--- src/rtl/k12a_spi_pkg.sv ---
// Shared constants and FSM encoding for the k12a SPI mode-0 responder.
package k12a_spi_pkg;
  localparam int         SPI_BYTE_BITS = 8;
  localparam logic [7:0] DEF_IDLE_BYTE = 8'hFF;

  typedef enum logic [2:0] {
    ST_IDLE  = 3'd0,
    ST_LOAD  = 3'd1,
    ST_SHIFT = 3'd2,
    ST_DONE  = 3'd3,
    ST_WAIT  = 3'd4
  } state_e;
endpackage

--- src/rtl/k12a_sync.sv ---
// STAGES-deep single-bit synchronizer with a configurable reset value.
module k12a_sync #(
  parameter int   STAGES  = 2,
  parameter logic RST_VAL = 1'b0
) (
  input  logic i_clock,
  input  logic i_reset,
  input  logic i_d,
  output logic o_q
);
  logic [STAGES-1:0] r_sync;

  always_ff @(posedge i_clock or posedge i_reset) begin
    if (i_reset) r_sync <= {STAGES{RST_VAL}};
    else         r_sync <= {r_sync[STAGES-2:0], i_d};
  end

  assign o_q = r_sync[STAGES-1];
endmodule

--- src/rtl/k12a_spi_responder.sv ---
// SPI mode-0 responder, oversampled in the local clock domain, byte valid/ready side.
// Define K12A_SPI_RESPONDER_STATUS_EN to add sticky underrun/overrun flags.
module k12a_spi_responder
  import k12a_spi_pkg::*;
#(
  parameter int         SYNC_STAGES = 2,
  parameter logic [7:0] IDLE_BYTE   = DEF_IDLE_BYTE
) (
  input  logic       i_clock,
  input  logic       i_reset,
  input  logic       i_spi_sck,
  input  logic       i_spi_mosi,
  input  logic       i_spi_ss_n,
  output logic       o_spi_miso,
  input  logic [7:0] i_tx_data,
  input  logic       i_tx_valid,
  output logic       o_tx_ready,
  output logic [7:0] o_rx_data,
  output logic       o_rx_valid,
`ifdef K12A_SPI_RESPONDER_STATUS_EN
  output logic       o_underrun,
  output logic       o_overrun,
  input  logic       i_status_clear,
  input  logic       i_rx_ack,
`endif
  output logic       o_busy
);
  localparam logic [3:0] LAST_BIT = 4'(SPI_BYTE_BITS - 1);
  localparam logic [3:0] ALL_BITS = 4'(SPI_BYTE_BITS);

  logic w_sck_s, w_mosi_s, w_ss_s;
  logic r_sck_prev, r_ss_prev;
  logic w_sck_rise, w_sck_fall, w_ss_rise, w_ss_fall;

  state_e                   r_state;
  logic [SPI_BYTE_BITS-1:0] r_tx_shift, r_rx_shift, r_hold, r_rx_data;
  logic                     r_hold_full, r_miso, r_rx_valid;
  logic [3:0]               r_bit_cnt;
  logic                     w_tx_accept;

  // ss_n idles high, so its synchronizer resets high to avoid a false select.
  k12a_sync #(.STAGES(SYNC_STAGES), .RST_VAL(1'b0)) u_sync_sck (
    .i_clock(i_clock), .i_reset(i_reset), .i_d(i_spi_sck),  .o_q(w_sck_s));
  k12a_sync #(.STAGES(SYNC_STAGES), .RST_VAL(1'b0)) u_sync_mosi (
    .i_clock(i_clock), .i_reset(i_reset), .i_d(i_spi_mosi), .o_q(w_mosi_s));
  k12a_sync #(.STAGES(SYNC_STAGES), .RST_VAL(1'b1)) u_sync_ss (
    .i_clock(i_clock), .i_reset(i_reset), .i_d(i_spi_ss_n), .o_q(w_ss_s));

  always_ff @(posedge i_clock or posedge i_reset) begin
    if (i_reset) begin
      r_sck_prev <= 1'b0;
      r_ss_prev  <= 1'b1;
    end else begin
      r_sck_prev <= w_sck_s;
      r_ss_prev  <= w_ss_s;
    end
  end

  assign w_sck_rise  =  w_sck_s & ~r_sck_prev;
  assign w_sck_fall  = ~w_sck_s &  r_sck_prev;
  assign w_ss_rise   =  w_ss_s  & ~r_ss_prev;
  assign w_ss_fall   = ~w_ss_s  &  r_ss_prev;
  assign w_tx_accept = i_tx_valid & ~r_hold_full;

  always_ff @(posedge i_clock or posedge i_reset) begin
    if (i_reset) begin
      r_state     <= ST_IDLE;
      r_miso      <= 1'b0;
      r_tx_shift  <= '0;
      r_rx_shift  <= '0;
      r_hold      <= '0;
      r_hold_full <= 1'b0;
      r_bit_cnt   <= '0;
      r_rx_data   <= '0;
      r_rx_valid  <= 1'b0;
    end else begin
      r_rx_valid <= 1'b0;
      // Accept only fires when empty and LOAD only drains when full, so they never collide.
      if (w_tx_accept) begin
        r_hold      <= i_tx_data;
        r_hold_full <= 1'b1;
      end
      if (w_ss_rise) begin
        r_state   <= ST_IDLE;
        r_miso    <= 1'b0;
        r_bit_cnt <= '0;
      end else begin
        case (r_state)
          ST_IDLE: begin
            r_miso <= 1'b0;
            if (w_ss_fall) r_state <= ST_LOAD;
          end
          ST_LOAD: begin
            if (r_hold_full) begin
              r_tx_shift  <= r_hold;
              r_miso      <= r_hold[SPI_BYTE_BITS-1];
              r_hold_full <= 1'b0;
            end else begin
              r_tx_shift  <= IDLE_BYTE;
              r_miso      <= IDLE_BYTE[SPI_BYTE_BITS-1];
            end
            r_bit_cnt <= '0;
            r_state   <= ST_SHIFT;
          end
          ST_SHIFT: begin
            if (w_sck_rise) begin
              r_rx_shift <= {r_rx_shift[SPI_BYTE_BITS-2:0], w_mosi_s};
              r_bit_cnt  <= r_bit_cnt + 4'd1;
              if (r_bit_cnt == LAST_BIT) r_state <= ST_DONE;
            end else if (w_sck_fall && r_bit_cnt < ALL_BITS) begin
              r_tx_shift <= {r_tx_shift[SPI_BYTE_BITS-2:0], 1'b0};
              r_miso     <= r_tx_shift[SPI_BYTE_BITS-2];
            end
          end
          ST_DONE: begin
            r_rx_data  <= r_rx_shift;
            r_rx_valid <= 1'b1;
            r_bit_cnt  <= '0;
            r_state    <= ST_WAIT;
          end
          ST_WAIT: begin
            if (w_sck_fall) r_state <= ST_LOAD;
          end
          default: r_state <= ST_IDLE;
        endcase
      end
    end
  end

`ifdef K12A_SPI_RESPONDER_STATUS_EN
  logic r_underrun, r_overrun, r_rx_pending;
  logic w_load_idle, w_done;

  assign w_load_idle = (r_state == ST_LOAD) & ~r_hold_full & ~w_ss_rise;
  assign w_done      = (r_state == ST_DONE) & ~w_ss_rise;

  always_ff @(posedge i_clock or posedge i_reset) begin
    if (i_reset) begin
      r_underrun   <= 1'b0;
      r_overrun    <= 1'b0;
      r_rx_pending <= 1'b0;
    end else begin
      if (w_done)        r_rx_pending <= 1'b1;
      else if (i_rx_ack) r_rx_pending <= 1'b0;
      if (i_status_clear) begin
        r_underrun <= 1'b0;
        r_overrun  <= 1'b0;
      end else begin
        if (w_load_idle)                         r_underrun <= 1'b1;
        if (w_done && r_rx_pending && !i_rx_ack) r_overrun  <= 1'b1;
      end
    end
  end

  assign o_underrun = r_underrun;
  assign o_overrun  = r_overrun;
`endif

  assign o_spi_miso = r_miso;
  assign o_tx_ready = ~r_hold_full;
  assign o_rx_data  = r_rx_data;
  assign o_rx_valid = r_rx_valid;
  assign o_busy     = ~w_ss_s;
endmodule

--- config.mk ---
export PLATFORM = sky130hd
export DESIGN_NAME = k12a_spi_responder
export DESIGN_NICKNAME = d
export VERILOG_FILES = /design/src/rtl/k12a_spi_pkg.sv /design/src/rtl/k12a_sync.sv /design/src/rtl/k12a_spi_responder.sv
export SDC_FILE = /design/constraint.sdc
export NUM_CORES = 1
export LEC_CHECK = 0
export ABC_AREA = 1
export ABC_CLOCK_PERIOD_IN_PS = 1680
export CORE_ASPECT_RATIO = 1.75
export CORE_MARGIN = 2
export CORE_UTILIZATION = 55
export DETAILED_ROUTE_END_ITERATION = 16
export PLACE_DENSITY = 0.78
export SKIP_CTS_REPAIR_TIMING = 1
export SYNTH_ARGS = -nofsm -noshare
export SYNTH_HDL_FRONTEND = slang
export SYNTH_SLANG_ARGS = --single-unit
--- constraint.sdc ---
create_clock -name i_clock -period 1.68 [get_ports i_clock]
set_input_delay 0.168 -clock i_clock [delete_from_list [all_inputs] [get_ports i_clock]]
set_output_delay 0.168 -clock i_clock [all_outputs]
set_load 0.02 [all_outputs]
==> flow_metrics.env, run 1 <==
export IMPL_drv_cap=0
export IMPL_tightest_slew_ns=0.3090
export IMPL_crit_fanout=3
export IMPL_synth_compound_area_frac=0.09358
export IMPL_clock_tree_buffer_depth=2
export IMPL_gp_congestion=0.8715
export IMPL_p_switching_uw=1570
export IMPL_cp_start_kind="register"
export IMPL_slew_viol_final=0
export IMPL_cts_tree="yes"
export IMPL_grt_max_degree=50
export IMPL_worst_setup_path_end_kind="output pin"
export IMPL_reg2reg_to="r_bit_cnt[3]"
export IMPL_slowest_delay_ns=0.56
export IMPL_power_leakage_uw=0.001284
export IMPL_synthXorXnorAreaFrac=0
export IMPL_synth_area_leaders="dfrtp_1, nand2_1, o21ai_2, mux2_2, nand3_1"
export IMPL_grt_pass1_vias=1612
export IMPL_grt_usage=0.2037
export IMPL_period_share=0.9433
export IMPL_min_path_type="input port to async pin"
export IMPL_synth_seq_area_share=0.5443
export IMPL_antenna_cells=0
export IMPL_worst_setup_path_type="register to output pin"
export IMPL_required_ns=1.51
export IMPL_regToRegSetupSlack_ns=0.13
export IMPL_vias=1602
export IMPL_start_util=0.5788
export IMPL_clock_skew_ns=0.007400
export IMPL_r2r_start="r_ss_prev"
export IMPL_hold_viol_final=0
export IMPL_slew_headroom=0.7940
export IMPL_crit_chain="inv_1, clkdlybuf4s50_1"
export IMPL_root_buffer="clkbuf_8"
export IMPL_fin_crit_ns=1.585
export IMPL_boundaryPins=26
export IMPL_intPower_uw=2628
export IMPL_p_per_area_nw_per_um2=1562
export IMPL_yosys_most_used_dff="dfrtp_1"
export IMPL_viasPerCell=5.184
export IMPL_yosysUniqueCellTypes=30
export IMPL_drc_errors=0
export IMPL_syn_area_um2=2260
export IMPL_core_area_um2=3904
export IMPL_initialDrtViolationCount=49
export IMPL_ir_drop_v=0.001193
export IMPL_clock_sinks=49
export IMPL_startpoint="u_sync_ss.r_sync[1]"
export IMPL_synth_nets=243
export IMPL_syn_area_per_cell_um2=9.954
export IMPL_io_buffers=25
export IMPL_clk_pin_slew_ns=0.09
export IMPL_h_tree_depth=2
export IMPL_wl_um=4168
export IMPL_ys_ff_latch=49
export IMPL_synth_top_area_frac=0.5094
export IMPL_synth_warnings=0
export IMPL_dieArea_um2=4658
export IMPL_max_freq_mhz=631.0
export IMPL_rsz0062_at_grt="false"
export IMPL_switching_share=0.3741
export IMPL_synthMuxAreaShare=0.03987
export IMPL_yosys_area_top_type="dfrtp_1"
export IMPL_die_y_um=88.80
export IMPL_first_pass_iters=5
export IMPL_antenna_found_initial=0
export IMPL_insertion_delay_ns=0.30
export IMPL_synthArstFlopShare=1.000
export IMPL_final_nets=276
export IMPL_drive_gt1_frac=0.2337
export IMPL_p_comb_frac=0.381
export IMPL_pwr_share_seq=0.420
export IMPL_die_w_um=52.46
export IMPL_power_total_uw=4198
export IMPL_overflow=0
export IMPL_rows=30
export IMPL_grt_first_pass_wirelength_um=7017
export IMPL_dp_hpwl_um=2971
export IMPL_synth_top_family_by_area="simple AND/OR/NAND/NOR gates"
export IMPL_p_clk_frac=0.199
export IMPL_synth_fa_ha_area_frac=0.01107
export IMPL_rr_worst_depth=9
export IMPL_avgRoutedWirePerCell_um=13.49
export IMPL_setup_tns_ns=0
export IMPL_cts_made_buffers=5
export IMPL_outcome="complete, no violations"
export IMPL_arrival_ns=1.42
export IMPL_setup_viol=0
export IMPL_final_antenna_net_count=0
export IMPL_synth_edf_count=0
export IMPL_cp_slowest_cell="dfstp_2"
export IMPL_synthSimpleGateAreaFrac=0.2481
export IMPL_syn_to_final_growth_pct=18.94
export IMPL_syn_inst=227
layer usage:
metal	vias up	routed length [um]	global-route usage
met2	29	2335	0.3636
met3	7	136	0.04561
met4	0	68	0.07692
met1	769	1627	0.2309
li1	797	-	-
met5	-	0	0
Yosys cell counts (2+ instances only):
master	instances
dfrtp_1	46
inv_1	19
nand2_1	68
nand2_2	6
or2_2	2
nand3_1	17
o21ai_0	9
ha_1	2
o21ai_2	15
inv_2	3
nor2_1	7
dfstp_2	3
nand3_4	2
nand2_4	2
nand4_1	2
mux2_2	8
buf_6	3
placed cells by master (no fill, tap or decap), types with 3 or more instances in the layout:
cell              n
inv_1            18
nand2_2           6
nand2_1          68
o21ai_0           9
clkdlybuf4s50_1  24
dfstp_2           3
inv_2             3
dfrtp_1          46
buf_4             5
clkbuf_8          5
nand3_1          17
nor2_1            7
o21ai_2          15
mux2_2            8
layout make-up:
cell class | count | area [um2]
inverter | 23 | 88.84
multi-input combinational | 150 | 887.1
clock buffer | 6 | 72.57
tap | 48 | 60.06
sequential | 49 | 1230
fill | 318 | 1216
timing repair buffer | 31 | 310.3
clock inverter | 2 | 38.79
critical path, delay by kind of cell, from the launching register on:
family | cells | cell delay [ns]
flops | 1 | 0.56
buf+inv | 2 | 0.56
flip-flops by register name, summed over array words and instances, names as in the netlist:
name,flops
r_rx_shift,8
u_sync_ss.r_sync,2
u_sync_mosi.r_sync,2
o_spi_miso,1
r_state,3
u_sync_sck.r_sync,2
r_tx_shift,7
o_rx_valid,1
r_hold_full,1
r_ss_prev,1
r_bit_cnt,4
r_sck_prev,1
r_hold,8
o_rx_data,8
metrics by stage:
step | hold WS, ns | setup WS [ns] | util | std cells | area, um2
after global routing | 0.2583 | 0.04010 | 0.6885 | 309 | 2688
after floorplan | 0.1725 | 0.1986 | - | 227 | 2260
after global placement | 0.3330 | 0.1486 | 0.6587 | 301 | 2571
final | 0.2198 | 0.09525 | 0.6885 | 309 | 2688
after detailed placement | 0.3347 | 0.1066 | 0.6587 | 301 | 2571
after CTS | 0.2367 | 0.02779 | 0.6872 | 309 | 2683
power by group through the flow:
stage          Clock [uW]  Combinational, uW  Sequential (uW)
2_1_floorplan           0               1200             1770
3_3_place_gp            0               1550             1770
3_5_place_dp            0               1600             1770
4_1_cts               853               1610             1760
5_1_grt               888               1790             1800
6_report              836               1600             1760
worst max-delay path by stage:
stage	cells past startpoint	to
final	2	o_busy
after global routing	9	r_bit_cnt[3]
after CTS	2	o_tx_ready
after detailed placement	9	r_bit_cnt[3]
after global placement	9	r_bit_cnt[3]
after floorplan	9	r_bit_cnt[3]
cells by family after synthesis:
family                   after synthesis
adder cells (fa/ha/maj)                2
buffers and inverters                 28
AND/OR/NAND/NOR                      112
AO/OA/AOI/OAI                         28
multiplexers                           8
flip-flops                            49
Power figures use the tool's default switching activity.
==> inputs of run 2 (changes only) <==
- CTS_CLUSTER_DIAMETER: unset -> 30
==> results of run 2 <==
No change in the layout: final DEF, timing and power equal those of run 1.
